File: config.mk
export PLATFORM = sky130hd
export DESIGN_NAME = csr_wport_arb
export DESIGN_NICKNAME = d
export VERILOG_FILES = /design/src/rtl/csr_arb_pkg.sv /design/src/rtl/csr_wbuf_fifo.sv /design/src/rtl/csr_wport_arb.sv
export SDC_FILE = /design/constraint.sdc
export NUM_CORES = 1
export LEC_CHECK = 0
export ABC_AREA = 1
export CELL_PAD_IN_SITES_DETAIL_PLACEMENT = 0
export CELL_PAD_IN_SITES_GLOBAL_PLACEMENT = 1
export CORE_MARGIN = 2
export CORE_UTILIZATION = 36
export DETAILED_ROUTE_END_ITERATION = 8
export PLACE_DENSITY_LB_ADDON = 0.1
export SKIP_LAST_GASP = 1
export SYNTH_ARGS = -nofsm -noshare
export SYNTH_HDL_FRONTEND = slang
export SYNTH_HIERARCHICAL = 1
export SYNTH_SLANG_ARGS = --single-unit
File: constraint.sdc
create_clock -name clk -period 8.7 [get_ports clk]
set_input_delay 1.305 -clock clk [delete_from_list [all_inputs] [get_ports clk]]
set_output_delay 1.305 -clock clk [all_outputs]
set_load 0.02 [all_outputs]
File: src/rtl/csr_arb_pkg.sv
`default_nettype none
// ============================================================================
// Module      : csr_arb_pkg
// Description : Shared types and constants for the CSR write-port arbiter.
//               Provides the grant-source encoding, the buffered-write
//               record and the default write-buffer depth.
// Revision    : 1.0 - initial release
// ============================================================================
package csr_arb_pkg;

  localparam int CSR_ARB_DEPTH_DEF = 2;
  localparam int CSR_ADDR_W        = 32;
  localparam int CSR_DATA_W        = 32;

  typedef enum logic [1:0] {
    GNT_NONE = 2'd0,
    GNT_TRAP = 2'd1,
    GNT_FIFO = 2'd2,
    GNT_EX   = 2'd3
  } grant_src_e;

  typedef struct packed {
    logic [CSR_ADDR_W-1:0] addr;
    logic [CSR_DATA_W-1:0] data;
  } csr_wr_t;

endpackage
`default_nettype wire

File: src/rtl/csr_wbuf_fifo.sv
`default_nettype none
// ============================================================================
// Module      : csr_wbuf_fifo
// Description : DEPTH-entry FIFO of pending EX CSR writes. Entries are
//               presented in age order (index 0 = head/oldest) together with
//               a valid vector so the parent can run a forwarding search.
// Ports       : clk, rst      - clock, synchronous active-high reset
//               i_push/i_wr   - enqueue a write record
//               i_pop         - dequeue the head
//               i_flush       - discard all entries
//               o_entries     - entries ordered oldest..youngest
//               o_valid       - per-position valid (age order)
//               o_full/o_empty/o_count - occupancy status
// Revision    : 1.0 - initial release
// ============================================================================
module csr_wbuf_fifo
  import csr_arb_pkg::*;
#(
  parameter int DEPTH = CSR_ARB_DEPTH_DEF,
  parameter int PTR_W = $clog2(DEPTH),
  parameter int CNT_W = $clog2(DEPTH + 1)
) (
  input  logic                  clk,
  input  logic                  rst,
  input  logic                  i_push,
  input  csr_wr_t               i_wr,
  input  logic                  i_pop,
  input  logic                  i_flush,
  output csr_wr_t [DEPTH-1:0]   o_entries,
  output logic    [DEPTH-1:0]   o_valid,
  output logic                  o_full,
  output logic                  o_empty,
  output logic    [CNT_W-1:0]   o_count
);

  csr_wr_t [DEPTH-1:0] r_mem;
  logic    [PTR_W-1:0] r_wr_ptr;
  logic    [PTR_W-1:0] r_rd_ptr;
  logic    [CNT_W-1:0] r_count;

  // Storage carries no reset; validity is tracked by the count alone.
  always_ff @(posedge clk) begin
    if (i_push && !i_flush && !rst) begin
      r_mem[r_wr_ptr] <= i_wr;
    end
  end

  // DEPTH is a power of two, so pointers wrap naturally.
  always_ff @(posedge clk) begin
    if (rst || i_flush) begin
      r_wr_ptr <= '0;
      r_rd_ptr <= '0;
      r_count  <= '0;
    end else begin
      if (i_push) r_wr_ptr <= r_wr_ptr + PTR_W'(1);
      if (i_pop)  r_rd_ptr <= r_rd_ptr + PTR_W'(1);
      case ({i_push, i_pop})
        2'b10:   r_count <= r_count + CNT_W'(1);
        2'b01:   r_count <= r_count - CNT_W'(1);
        default: r_count <= r_count;
      endcase
    end
  end

  // Rotate physical slots into age order for the forwarding search.
  for (genvar g = 0; g < DEPTH; g++) begin : g_age_view
    assign o_entries[g] = r_mem[r_rd_ptr + PTR_W'(g)];
    assign o_valid[g]   = (CNT_W'(g) < r_count);
  end

  assign o_full  = (r_count == CNT_W'(DEPTH));
  assign o_empty = (r_count == '0);
  assign o_count = r_count;

endmodule
`default_nettype wire

File: src/rtl/csr_wport_arb.sv
`default_nettype none
// ============================================================================
// Module      : csr_wport_arb
// Description : Arbiter and write buffer for the single CSR-file write port.
//               Trap-sequencer writes are never stalled; EX CSR writes bypass
//               when the port is free and are otherwise buffered and drained
//               in order. Pending writes are forwarded to EX reads.
// Ports       : clk, rst                      - clock, sync active-high reset
//               trap_we_i/waddr_i/wdata_i      - trap write (always accepted)
//               trap_busy_i                    - blocks buffer drain
//               ex_valid_i/ex_ready_o/...      - EX write handshake
//               flush_i                        - drop buffered + same-cycle EX
//               fwd_raddr_i/fwd_hit_o/fwd_data_o - forwarding lookup
//               csr_we_o/csr_waddr_o/csr_wdata_o - registered CSR write port
//               drained_o                      - nothing pending anywhere
// Revision    : 1.0 - initial release
// ============================================================================
module csr_wport_arb
  import csr_arb_pkg::*;
#(
  parameter int ADDR_W = CSR_ADDR_W,
  parameter int DATA_W = CSR_DATA_W,
  parameter int DEPTH  = CSR_ARB_DEPTH_DEF
) (
  input  logic              clk,
  input  logic              rst,
  input  logic              trap_we_i,
  input  logic [ADDR_W-1:0] trap_waddr_i,
  input  logic [DATA_W-1:0] trap_wdata_i,
  input  logic              trap_busy_i,
  input  logic              ex_valid_i,
  output logic              ex_ready_o,
  input  logic [ADDR_W-1:0] ex_waddr_i,
  input  logic [DATA_W-1:0] ex_wdata_i,
  input  logic              flush_i,
  input  logic [ADDR_W-1:0] fwd_raddr_i,
  output logic              fwd_hit_o,
  output logic [DATA_W-1:0] fwd_data_o,
  output logic              csr_we_o,
  output logic [ADDR_W-1:0] csr_waddr_o,
  output logic [DATA_W-1:0] csr_wdata_o,
  output logic              drained_o
);

  localparam int CNT_W = $clog2(DEPTH + 1);

  grant_src_e          w_grant;
  logic                w_push;
  logic                w_pop;
  logic                w_ex_acc;
  logic                w_full;
  logic                w_empty;
  logic [CNT_W-1:0]    w_count;
  csr_wr_t             w_ex_wr;
  csr_wr_t [DEPTH-1:0] w_entries;
  logic    [DEPTH-1:0] w_valid;
  logic [ADDR_W-1:0]   w_sel_addr;
  logic [DATA_W-1:0]   w_sel_data;

  logic                r_we;
  logic [ADDR_W-1:0]   r_waddr;
  logic [DATA_W-1:0]   r_wdata;

  // Ready is a function of occupancy only, so a same-cycle pop on a full
  // buffer does not open the door until the next cycle.
  assign ex_ready_o = !w_full && !rst;
  assign w_ex_acc   = ex_valid_i && ex_ready_o;

  assign w_ex_wr.addr = CSR_ADDR_W'(ex_waddr_i);
  assign w_ex_wr.data = CSR_DATA_W'(ex_wdata_i);

  always_comb begin
    w_grant = GNT_NONE;
    w_pop   = 1'b0;
    if (trap_we_i) begin
      w_grant = GNT_TRAP;
    end else if (!trap_busy_i && !w_empty && !flush_i) begin
      w_grant = GNT_FIFO;
      w_pop   = 1'b1;
    end else if (!trap_busy_i && w_empty && w_ex_acc && !flush_i) begin
      w_grant = GNT_EX;
    end
    w_push = w_ex_acc && !flush_i && (w_grant != GNT_EX);
  end

  csr_wbuf_fifo #(
    .DEPTH     (DEPTH)
  ) u_fifo (
    .clk       (clk),
    .rst       (rst),
    .i_push    (w_push),
    .i_wr      (w_ex_wr),
    .i_pop     (w_pop),
    .i_flush   (flush_i),
    .o_entries (w_entries),
    .o_valid   (w_valid),
    .o_full    (w_full),
    .o_empty   (w_empty),
    .o_count   (w_count)
  );

  always_comb begin
    w_sel_addr = r_waddr;
    w_sel_data = r_wdata;
    case (w_grant)
      GNT_TRAP: begin
        w_sel_addr = trap_waddr_i;
        w_sel_data = trap_wdata_i;
      end
      GNT_FIFO: begin
        w_sel_addr = ADDR_W'(w_entries[0].addr);
        w_sel_data = DATA_W'(w_entries[0].data);
      end
      GNT_EX: begin
        w_sel_addr = ex_waddr_i;
        w_sel_data = ex_wdata_i;
      end
      default: ;
    endcase
  end

  always_ff @(posedge clk) begin
    if (rst) begin
      r_we    <= 1'b0;
      r_waddr <= '0;
      r_wdata <= '0;
    end else begin
      r_we <= (w_grant != GNT_NONE);
      if (w_grant != GNT_NONE) begin
        r_waddr <= w_sel_addr;
        r_wdata <= w_sel_data;
      end
    end
  end

  assign csr_we_o    = r_we;
  assign csr_waddr_o = r_waddr;
  assign csr_wdata_o = r_wdata;
  assign drained_o   = (w_count == '0) && !r_we;

  // Lowest priority is evaluated first so that later (younger) matches
  // overwrite it: output stage, then FIFO oldest to youngest.
  always_comb begin
    fwd_hit_o  = 1'b0;
    fwd_data_o = '0;
    if (r_we && (r_waddr == fwd_raddr_i)) begin
      fwd_hit_o  = 1'b1;
      fwd_data_o = r_wdata;
    end
    for (int k = 0; k < DEPTH; k++) begin
      if (w_valid[k] && (w_entries[k].addr == CSR_ADDR_W'(fwd_raddr_i))) begin
        fwd_hit_o  = 1'b1;
        fwd_data_o = DATA_W'(w_entries[k].data);
      end
    end
  end

endmodule
`default_nettype wire

# After elaboration in Yosys (flattened, before gate mapping)

Index checks and enable logic that the tools add are counted.

Flip-flop bits (word level): 197

$add $sub $neg: 4
Magnitude comparators: 6
Eq/ne operators: 10
Muxes and demuxes: 21
Reduce and logical (&&, ||, !) cells: 28

Operator list:

| kind                  | count |
|---|---|
| $mux W64              | 5 |
| $pmux W32 S3          | 2 |
| $bwmux W128           | 1 |
| $eq A32 B32 Y1        | 3 |
| $mux W32              | 3 |
| $demux W64 S1         | 1 |
| $logic_and A1 B1 Y1   | 16 |
| $eq A2 B2 Y1 const B  | 4 |
| $logic_not A1 Y1      | 6 |
| $lt A1 B2 Y1 const B  | 3 |
| $mux W2               | 3 |
| $mux W1               | 5 |
| $eq A2 B1 Y1 const B  | 2 |
| $lt A1 B2 Y1 const A  | 2 |
| $pmux W2 S2           | 1 |
| $reduce_bool A2 Y1    | 2 |
| $reduce_bool A3 Y1    | 1 |
| $add A1 B1 Y1 const B | 2 |
| $add A2 B1 Y2 const B | 1 |
| $logic_not A2 Y1      | 1 |
| $ne A2 B2 Y1 const B  | 1 |
| $reduce_and A2 Y1     | 1 |
| $sub A2 B1 Y2 const B | 1 |
| $ge A1 B1 Y1 const B  | 1 |
| $logic_or A1 B1 Y1    | 1 |

# Logic depth before layout (Yosys ltp)

Gate-level depths: netlist of the first run.

Depth in word-level cells: 13
Depth in mapped cells: 17

# Modules after synthesis

Netlist of the first run, hierarchy kept.

By module, submodules not included:

| module        | times used | cells an instance | area each (sq um) | sequential area each (sq um) |
|---|---|---|---|---|
| csr_wport_arb | 1          | 994               | 5,723.0           | 1,301.2 |
| csr_wbuf_fifo | 1          | 513               | 5,609.1           | 3,923.8 |

# Worst setup path after synthesis of the first run

OpenSTA, ideal clock, no wires.

Path type: input -> register
Start: input port ex_valid_i
End: register u_fifo/r_mem[100] (netlist bit) (enable)
Data arrival time: 6.170 ns
Required time: 8.135 ns
Path slack: 1.966 ns
Cell stages on the path: 6
Path buffers: 0
Cells stage by stage: nor3b_2 > nand4_2 > o211ai_1 > inv_1 > inv_1 > nor3_1

Cells in the longest elaborated chain, start to end: 10
Elaborated cells on any way between the ends: 11
Those cells by class: 1 x eq/ne; 3 x mux; 7 x reduce/logical

RTL lines:

| element                            | RTL line            | RTL |
|---|---|---|
| start, declared                    | csr_wport_arb.sv:31 | `input logic ex_valid_i,` |
| $logic_and A1 B1 Y1 *              | csr_wport_arb.sv:67 | `assign w_ex_acc = ex_valid_i && ex_ready_o;` |
| $logic_and A1 B1 Y1 (2 in a row)   | csr_wport_arb.sv:80 | `end else if (!trap_busy_i && w_empty && w_ex_acc && !flush_i) begin` |
| $mux W2                            | csr_wport_arb.sv:80 |  |
| $mux W2                            | csr_wport_arb.sv:77 | `end else if (!trap_busy_i && !w_empty && !flush_i) begin` |
| $mux W2                            | csr_wport_arb.sv:75 | `if (trap_we_i) begin` |
| $ne A2 B2 Y1                       | csr_wport_arb.sv:83 | `w_push = w_ex_acc && !flush_i && (w_grant != GNT_EX);` |
| $logic_and A1 B1 Y1 *              | csr_wport_arb.sv:83 |  |
| via w_push                         | csr_wport_arb.sv:48 | `logic w_push;` |
| $logic_and A1 B1 Y1 * (2 in a row) | csr_wbuf_fifo.sv:43 | `if (i_push && !i_flush && !rst) begin` |
| end signal, assigned by index      | csr_wbuf_fifo.sv:44 | `r_mem[r_wr_ptr] <= i_wr;` |
| end, declared                      | csr_wbuf_fifo.sv:36 | `csr_wr_t [DEPTH-1:0] r_mem;` |

The timed path passes the listed nets; every way through them passes the cells marked *.
A chain may end at the register's enable or synchronous reset.

==> run metrics, run 1 <==
ys async rst share 0%; drt first pass iters 5; CTS tree built; Fin Hold WS 0.473 ns; Mapped Area 11300 um2; Final Wtd Congestion 0.859; clk sink count 197; Die Span Y 181 um; worst-margin pin slew 1.04 ns; Mapped Avg Cell Area 7.52 um2; pre-CTS WS 3.08 ns; Critical Path Most Common Cell nand2_1; post-synthesis cell count 1507; hold path depth 2; CTS Buf Count 17; Overall Power 2.21 mW; Worst slew margin 31.0%; CTS H-tree lvls 4; Worst Path Arrival 4.79 ns; nets 1888; worst IR drop on VDD 0.000120 V; via count 10800; Total GRT Usage 24.2%; Tmin final 6.09 ns; initial antenna violation count 4; Peak Freq 164 MHz; vias in the first global route 10600; DRT Wirelength 39.9 mm; Final Util 47.8%; num rows 64; initial DRC count 688; non-filler instance count after layout 2129; crit end category output pin; placed insts 2095; PnR worst setup slack 2.61 ns; vias per cell 5.08; FF+latch count, synth 197; post-CTS setup buffer count 0; Die Area 32900 um2; Reg2Reg Depth 10; final routed DRC violation total 0; TNS Setup 0 ns; # IOs 266; post-route clock period utilization 70.0%; CTS root buf clkbuf_16; type of origin of the critical path flop; Synth Flop Type edfxtp_1; Finished Cell Area 14700 um2; Clock Pin Slew Worst Setup and Hold Paths 0.08 ns; Die W 181 um; Slew Viols, Final 0; Max Cap Viol 0; Leak Pwr 6.14 nW; run status completed; RSZ-0062 raised after global routing no; Antenna Nets Post-Route 0; Initial Utilization 36.8%; Max Clock Skew 0.0172 ns; I/O Buffers 265; final hold viol count 0; Crit Path Class reg2out; fillers 3109; part of the Yosys area used for sequential elements 46.1%; Pwr Density 150 nW/um2; first-pass GRT wire length 60.9 mm; Yosys warnings 6; Congestion Overflow GR 0; post-CTS sizing 0; syn_nets 1677; Core Region 30800 um2; Required @ worst endpoint 7.39 ns; wire per inst 18.7 um; clk buf depth 2; Critical Path, Cell by Cell buf_4 > nor2_1 > a21oi_1 > xnor2_1 > nand3_1 > nand3b_2 > nor2_8 > inv_6 > nand2_1 > nand2_1 > nand2_1 > clkdlybuf4s50_1; CP max FO 98; instance area at placement 14100 um2; Hold Path Class reg2reg; largest net degree at the start of global routing 99; Max stage delay cell, worst path dfxtp_4; Detailed Place HPWL 27.9 mm; number of flops mapped to enable cells by yosys 128; CP max stage delay 0.86 ns; Yosys cell types 33; post-cts hold buffer count 0; setup violation total in the final timing report 0; Area Growth Syn to Fin 30.1%; Clk Latency, worst-skew pair 0.45 ns; fraction of layout cells with a size suffix above 1 5.66%
[Yosys cell counts, drive strengths merged (3+ instances only)]
library cell	n	area, um2
a21oi	222	1160
a22oi	28	210
a31oi	5	31.3
buf	65	412
clkbuf	19	71.3
dfxtp	69	1380
edfxtp	128	3840
ha	4	50.1
inv	181	684
nand2	381	1430
nand3	40	210
nand4	4	31.3
nor2	121	493
nor3	7	35.0
o211ai	3	22.5
o21ai	201	1010
xnor2	16	140
xor2	9	78.8
[state kept, by name, indices dropped and copies added, names as in the netlist]
name,flops
csr_waddr_o,32
csr_wdata_o,32
csr_we_o,1
u_fifo/o_count,2
u_fifo/r_mem,128
u_fifo/r_rd_ptr,1
u_fifo/r_wr_ptr,1
[worst max-delay path, delay by kind of cell (launching register included)]
family,cells,cell delay [ns]
xor gates and xnor gates,1,0.16
AOI/OAI and AO/OA,1,0.25
DFF,1,0.86
buffers and inverters,3,1.63
and+or+nand+nor,7,1.37
[power breakdown]
part | switching (mW) | total (mW) | leakage (nW) | internal [mW]
clock network | 0.416 | 0.839 | 0.301 | 0.423
logic | 0.170 | 0.323 | 4.11 | 0.153
registers | 0.0272 | 1.05 | 1.73 | 1.02
[path summary, 6_finish.rpt]
check | start | endpoint | slack (ns)
worst max-delay path | u_fifo/r_rd_ptr | fwd_data_o[31] | 2.61
worst min-delay path | u_fifo/r_wr_ptr | u_fifo/r_wr_ptr | 0.47
worst max register to register | u_fifo/o_count[0] | csr_wdata_o[27] | 5.38
worst min register to register | u_fifo/r_wr_ptr | u_fifo/r_wr_ptr | 0.47
[cell type report]
class | count | area (um2) | share of cell area [%]
Antenna cell | 2 | 5.00 | 0.0339
Clock buffer | 18 | 439 | 2.98
Clock inverter | 14 | 179 | 1.21
Inverter | 181 | 684 | 4.64
Multi-Input combinational cell | 1045 | 4980 | 33.8
Sequential cell | 197 | 5230 | 35.5
Tap cell | 396 | 495 | 3.36
Timing Repair Buffer | 276 | 2740 | 18.5
[layer usage]
metal | track usage [%] | up-vias | share of wire (%)
li1 | - | 5416 | -
met5 | 0 | - | 0.060
met3 | 5.09 | 31 | 6.6
met2 | 41.1 | 326 | 47
met1 | 31.6 | 5046 | 45
met4 | 5.43 | 4 | 1.1
[cell usage in the layout, fill, tap and decap left out, types with 9 or more instances in the layout]
cell type        instances
xnor2_1                 16
nand2_1                381
edfxtp_1               128
dfxtp_1                 68
xor2_1                   9
clkbuf_16               17
a21oi_1                208
o21ai_0                140
buf_4                   11
o21ai_1                 61
clkdlybuf4s50_1        265
nor2_1                 112
a22oi_1                 28
a21oi_2                 14
inv_2                   24
inv_1                  156
nand3_1                 38
[kinds of logic after synthesis]
logic type / synth area share (%)
AOI/OAI and AO/OA: 21.6
xor gates and xnor gates: 1.93
adders and majority gates: 0.442
buffers and inverters: 10.3
DFF: 46.1
and+or+nand+nor: 19.6
No activity file was read; power rests on OpenSTA's default activity.
==> inputs of run 2 (changes only) <==
==> constraint.sdc (replaced) <==
create_clock -name clk -period 5.7 [get_ports clk]
set_input_delay 0.855 -clock clk [delete_from_list [all_inputs] [get_ports clk]]
set_output_delay 0.855 -clock clk [all_outputs]
set_load 0.02 [all_outputs]
==> run metrics, run 2 (synthesis results as in run 1) <==
CTS root buf clkbuf_16 (unchanged); num rows 64 (unchanged); combinational group share of total power 15.0% (was 14.6%); Reg2Reg Depth 8 (was 10); via count 10900 (was 10800); Final Wtd Congestion 0.899 (was 0.859); post-CTS sizing 0 (unchanged); Die Span Y 181 um (unchanged); Worst Path Arrival 4.15 ns (was 4.79 ns); final routed DRC violation total 0 (unchanged); worst IR drop on VDD 0.000202 V (was 0.000120 V); Tmin final 5.01 ns; fraction of layout cells with a size suffix above 1 6.10% (was 5.66%); hold path depth 2 (unchanged); vias in the first global route 10600 (about the same); Initial Utilization 36.8% (unchanged); commonest non-fill, non-tap cell in the layout nand2_1 (unchanged); Die W 181 um (unchanged); Congestion Overflow GR 0 (unchanged); Overall Power 3.34 mW (was 2.21 mW); met3 WL 2.63 mm (about the same); Max stage delay cell, worst path dfxtp_4 (unchanged); Fin Hold WS 0.465 ns (was 0.473 ns); placed insts 2104 (was 2095); clock network power share 37.0% (was 38.0%); drt first pass iters 5 (unchanged); worst-margin pin slew 1.17 ns (was 1.04 ns); Finished Cell Area 14800 um2 (was 14700 um2); met2 routed WL 19.5 mm (was 18.9 mm); I/O Buffers 265 (unchanged); Critical Path, Cell by Cell buf_4 > nor2_1 > a21oi_1 > inv_1 > nand2_1 > o21ai_0 > nor2_1 > nand2_1 > nor2_1 > nand3_2 > nor2_8 > buf_4 > a21oi_1 > nand2_1 > nand2_1 > clkdlybuf4s50_1 (was buf_4 > nor2_1 > a21oi_1 > xnor2_1 > nand3_1 > nand3b_2 > nor2_8 > inv_6 > nand2_1 > nand2_1 > nand2_1 > clkdlybuf4s50_1); # IOs 266 (unchanged); final hold viol count 0 (unchanged); RSZ-0062 raised after global routing no (unchanged); clk sink count 197 (unchanged); post-route clock period utilization 87.9%; Top reg by flops u_fifo/r_mem (unchanged); Peak Freq 200 MHz; Reg power frac 48.0% (was 47.4%); Detailed Place HPWL 28.2 mm (was 27.9 mm); CP max FO 48 (was 98); wire per inst 19.0 um (was 18.7 um); WL met1 17.9 mm (about the same); instance area at placement 14200 um2 (was 14100 um2); Total GRT Usage 24.6% (was 24.2%); post-CTS setup buffer count 0 (unchanged); Die Area 32900 um2 (unchanged); Critical Path Most Common Cell nand2_1 (unchanged); max reg flops 128 (unchanged); initial antenna violation count 3 (was 4); CP Depth 16 (was 12); Slew Viols, Final 0 (unchanged); CTS Buf Count 17 (unchanged); Max Cap Viol 0 (unchanged); Crit Path Class reg2out (unchanged); setup violation total in the final timing report 0 (unchanged); sw frac 27.5% (was 27.7%); Required @ worst endpoint 4.85 ns (was 7.39 ns); TNS Setup 0 ns (unchanged); CP max stage delay 0.56 ns (was 0.86 ns); Area Growth Syn to Fin 31.0% (was 30.1%); Antenna Nets Post-Route 0 (unchanged); vias per cell 5.10 (was 5.08); highest routed layer met5 (unchanged); Core Region 30800 um2 (unchanged); Hold Path Class reg2reg (unchanged); first-pass GRT wire length 61.6 mm (was 60.9 mm); Clk Latency, worst-skew pair 0.44 ns (was 0.45 ns); Clock Pin Slew Worst Setup and Hold Paths 0.08 ns (about the same); largest net degree at the start of global routing 86 (was 99); DRT Wirelength 40.6 mm (was 39.9 mm); Worst slew margin 22.3% (was 31.0%); Leak Pwr 6.18 nW (was 6.14 nW); r2r setup slk 2.83 ns (was 5.38 ns); crit end category output pin (unchanged); Worst Path Buf+Inv 4 (was 3); nets 1897 (was 1888); crit-path leading delay family buffers and inverters (unchanged); Int Power 2.42 mW (was 1.60 mW); clk buf depth 2 (unchanged); Pwr Density 225 nW/um2 (was 150 nW/um2); non-filler instance count after layout 2137 (was 2129); initial DRC count 788 (was 688); most frequent cells in the layout 381 x nand2_1, 265 x clkdlybuf4s50_1, 208 x a21oi_1 (unchanged); type of origin of the critical path flop (unchanged); run status completed (unchanged); NetSw 0.916 mW (was 0.613 mW); CTS H-tree lvls 4 (unchanged); CTS tree built (unchanged); Max Clock Skew 0.0112 ns (was 0.0172 ns); post-cts hold buffer count 0 (unchanged)
-- run 2: cell count changes in the layout (fill, tap and decap cells not counted), sizes merged --
cell / previous run / this run
buf: 11 / 20
clkinv: 6 / 4
clkinvlp: 0 / 3
clkbuf: 18 / 17
inv: 188 / 187
-- run 2: worst paths after layout --
check,startpoint,to
worst min register to register,u_fifo/r_wr_ptr,u_fifo/r_wr_ptr
worst max register to register,u_fifo/o_count[0],u_fifo/r_mem[125]
worst max-delay path,u_fifo/r_rd_ptr,fwd_data_o[12]
worst min-delay path,u_fifo/r_wr_ptr,u_fifo/r_wr_ptr
-- run 2: layout make-up --
cell class	count	area, um2
clock inverters	14	165
multi-input cells	1045	4990
repair buffers	285	2850
fillers	3110	16000
diodes	2	5.00
inverters	181	684
well taps	396	495
clock buffers	17	425
flip-flops and latches	197	5230
-- run 2: tightest hold or removal path, delay by kind of cell (launching register included) --
family | cells | cell delay [ns]
compound gates | 1 | 0.05
simple gates | 1 | 0.06
flops | 1 | 0.31
-- run 2: routing by layer --
metal  vias up  track usage, %
li1       5438               -
met5         -               0
met1      5118            31.7
met2       316            41.8
met4         2            5.82
met3        28            5.60
-- run 2: power groups by stage --
stage	registers [mW]	clock network [mW]	logic [mW]
2_1_floorplan	1.67	0	0.168
3_3_place_gp	1.63	0	0.496
3_5_place_dp	1.63	0	0.498
4_1_cts	1.60	1.26	0.501
5_1_grt	1.61	1.32	0.540
6_report	1.60	1.24	0.499
-- run 2: metrics by stage --
step,worst slack (ns),utilization [%]
floorplan,1.17,-
global placement,0.946,46.2
detailed placement,0.997,46.2
CTS,0.731,48.1
global route,0.485,48.1
finish,0.692,48.1
==> inputs of run 3 (changes only) <==
--- a/config.mk
+++ b/config.mk
@@ -5,11 +5,10 @@
 export SDC_FILE = /design/constraint.sdc
 export NUM_CORES = 1
 export LEC_CHECK = 0
-export ABC_AREA = 1
 export CELL_PAD_IN_SITES_DETAIL_PLACEMENT = 0
 export CELL_PAD_IN_SITES_GLOBAL_PLACEMENT = 1
 export CORE_MARGIN = 2
-export CORE_UTILIZATION = 36
+export CORE_UTILIZATION = 41
 export DETAILED_ROUTE_END_ITERATION = 8
 export PLACE_DENSITY_LB_ADDON = 0.1
 export SKIP_LAST_GASP = 1
==> run metrics, run 3 <==
run status completed (unchanged); Die W 175 um (was 181 um); Antenna Nets Post-Route 0 (unchanged); met3 WL 2.19 mm (was 2.63 mm); top post-synthesis cells by count 128 x edfxtp_1, 128 x mux2_2, 104 x inv_1 (was 381 x nand2_1, 208 x a21oi_1, 157 x inv_1); # IOs 266 (unchanged); CTS tree built (unchanged); Die Area 30500 um2 (was 32900 um2); CTS Buf Count 17 (unchanged); met2 routed WL 17.9 mm (was 19.5 mm); worst-margin pin slew 1.21 ns (was 1.17 ns); TNS Setup 0 ns (unchanged); Congestion Overflow GR 0 (unchanged); Yosys warnings 6 (unchanged); fraction of layout cells with a size suffix above 1 25.9% (was 6.10%); Max stage delay cell, worst path dfxtp_4 (unchanged); via count 9190 (was 10900); final hold viol count 0 (unchanged); Fin Hold WS 0.531 ns (was 0.465 ns); syn_nets 1167 (was 1677); Tmin final 5.35 ns (was 5.01 ns); Clk Latency, worst-skew pair 0.44 ns (about the same); DRT Wirelength 38.5 mm (was 40.6 mm); post-synthesis cell count 997 (was 1507); Crit Path Class reg2out (unchanged); wire per inst 23.8 um (was 19.0 um); PnR worst setup slack 0.346 ns (was 0.692 ns); Final Wtd Congestion 0.805 (was 0.899); Slew Viols, Final 0 (unchanged); Core Region 28700 um2 (was 30800 um2); largest cells by area after synthesis edfxtp_1 32%, mux2_2 12%, dfxtp_1 12% (was edfxtp_1 34%, nand2_1 13%, dfxtp_1 12%); Critical Path, Cell by Cell buf_4 > mux2_2 > xnor2_1 > nand4_1 > nor4_2 > nand2_2 > buf_4 > o41ai_1 > o22a_1 > clkdlybuf4s50_1 (was buf_4 > nor2_1 > a21oi_1 > inv_1 > nand2_1 > o21ai_0 > nor2_1 > nand2_1 > nor2_1 > nand3_2 > nor2_8 > buf_4 > a21oi_1 > nand2_1 > nand2_1 > clkdlybuf4s50_1); worst IR drop on VDD 0.000155 V (was 0.000202 V); Synth top area share 32.2% (was 33.9%); Peak Freq 187 MHz (was 200 MHz); post-route clock period utilization 93.9% (was 87.9%); part of the Yosys area used for sequential elements 43.8% (was 46.1%); most frequent cells in the layout 263 x clkdlybuf4s50_1, 128 x mux2_2, 128 x edfxtp_1 (was 381 x nand2_1, 265 x clkdlybuf4s50_1, 208 x a21oi_1); initial antenna violation count 2 (was 3); Die Span Y 175 um (was 181 um); FF+latch count, synth 197 (unchanged); num rows 62 (was 64); Initial Utilization 41.6% (was 36.8%); Hold Path Class reg2reg (unchanged); crit end category output pin (unchanged); nets 1390 (was 1897); hold path depth 2 (unchanged); type of origin of the critical path flop (unchanged); setup violation total in the final timing report 0 (unchanged); Required @ worst endpoint 4.85 ns (about the same); Clock Pin Slew Worst Setup and Hold Paths 0.08 ns (about the same); Reg2Reg Depth 10 (was 8); largest net degree at the start of global routing 66 (was 86); commonest non-fill, non-tap cell in the layout clkdlybuf4s50_1 (was nand2_1); highest routed layer met5 (unchanged); clk sink count 197 (unchanged); Detailed Place HPWL 25.4 mm (was 28.2 mm); Yosys cell types 43 (was 33); vias per cell 5.68 (was 5.10); I/O Buffers 265 (unchanged); Finished Cell Area 15400 um2 (was 14800 um2); post-CTS sizing 0 (unchanged); max reg flops 128 (unchanged); Worst slew margin 19.3% (was 22.3%); Mapped Area 11900 um2 (was 11300 um2); clk buf depth 2 (unchanged); placed insts 1585 (was 2104); Area Growth Syn to Fin 28.8% (was 31.0%); drt first pass iters 6 (was 5); CP max stage delay 0.69 ns (was 0.56 ns); non-filler instance count after layout 1618 (was 2137); Critical Path Most Common Cell buf_4 (was nand2_1); Overall Power 3.35 mW (was 3.34 mW); CTS root buf clkbuf_16 (unchanged); WL met1 17.8 mm (was 17.9 mm); worst r2r src u_fifo/o_count[0] (unchanged); Setup crit start u_fifo/r_rd_ptr (unchanged); Total GRT Usage 25.2% (was 24.6%); instance area at placement 14800 um2 (was 14200 um2); worst hold start csr_wdata_o[26] (was u_fifo/r_wr_ptr); Max Clock Skew 0.0176 ns (was 0.0112 ns); Top reg by flops u_fifo/r_mem (unchanged); Mapped Avg Cell Area 12.0 um2 (was 7.52 um2); CP max FO 37 (was 48); vias in the first global route 9335 (was 10600); ys async rst share 0% (unchanged); post-CTS setup buffer count 0 (unchanged); initial DRC count 673 (was 788); first-pass GRT wire length 58.1 mm (was 61.6 mm); Max Cap Viol 0 (unchanged); number of flops mapped to enable cells by yosys 128 (unchanged); post-cts hold buffer count 0 (unchanged); largest area contributor in the netlist edfxtp_1 (unchanged); CTS H-tree lvls 4 (unchanged); Worst Path Arrival 4.50 ns (was 4.15 ns); RSZ-0062 raised after global routing no (unchanged); pre-CTS WS 0.660 ns (was 0.997 ns); Synth Flop Type edfxtp_1 (unchanged); final routed DRC violation total 0 (unchanged); Pwr Density 218 nW/um2 (was 225 nW/um2); Leak Pwr 5.41 nW (was 6.18 nW); Final Util 53.5% (was 48.1%)
[run 3: critical path, delay by kind of cell, from the launching register on]
family / cells / cell delay, ns
buffers and inverters: 3 / 1.31
AND/OR/NAND/NOR: 3 / 0.75
flip-flops: 1 / 0.69
AO/OA/AOI/OAI: 2 / 0.61
multiplexers: 1 / 0.39
XOR/XNOR: 1 / 0.23
[run 3: per-layer routing]
layer | vias to the layer above | GRT usage [%]
li1 | 4256 | -
met1 | 4585 | 35.7
met2 | 318 | 40.7
met3 | 29 | 3.55
met4 | 2 | 6.25
met5 | - | 0
[run 3: worst paths after layout]
check / end / slack, ns
min reg2reg: csr_wdata_o[26] / 0.53
max reg2reg: csr_waddr_o[5] / 2.27
min: csr_wdata_o[26] / 0.53
max: fwd_data_o[31] / 0.35
[run 3: layout make-up]
| class | count | area (um2) |
|---|---|---|
| clock inverter | 13 | 136 |
| tap | 384 | 480 |
| antenna | 1 | 2.50 |
| sequential | 197 | 5230 |
| inverter | 104 | 390 |
| clock buffer | 19 | 443 |
| fill | 2585 | 13300 |
| timing repair buffer | 289 | 2840 |
| multi-input combinational | 611 | 5840 |
[run 3: cell families after synthesis]
kind of cell | after synthesis | share of synthesized area, %
adder cells (fa/ha/maj) | 4 | 0.420
AO/OA/AOI/OAI | 199 | 21.1
AND/OR/NAND/NOR | 182 | 7.54
XOR/XNOR | 98 | 7.20
buffers and inverters | 189 | 7.81
multiplexers | 128 | 12.1
flip-flops | 197 | 43.8
[run 3: power breakdown]
part / leakage (nW) / internal [mW] / switching [mW]
Clock: 0.285 / 0.599 / 0.606
Sequential: 1.73 / 1.56 / 0.0408
Combinational: 3.40 / 0.261 / 0.287
Total: 5.41 / 2.42 / 0.934
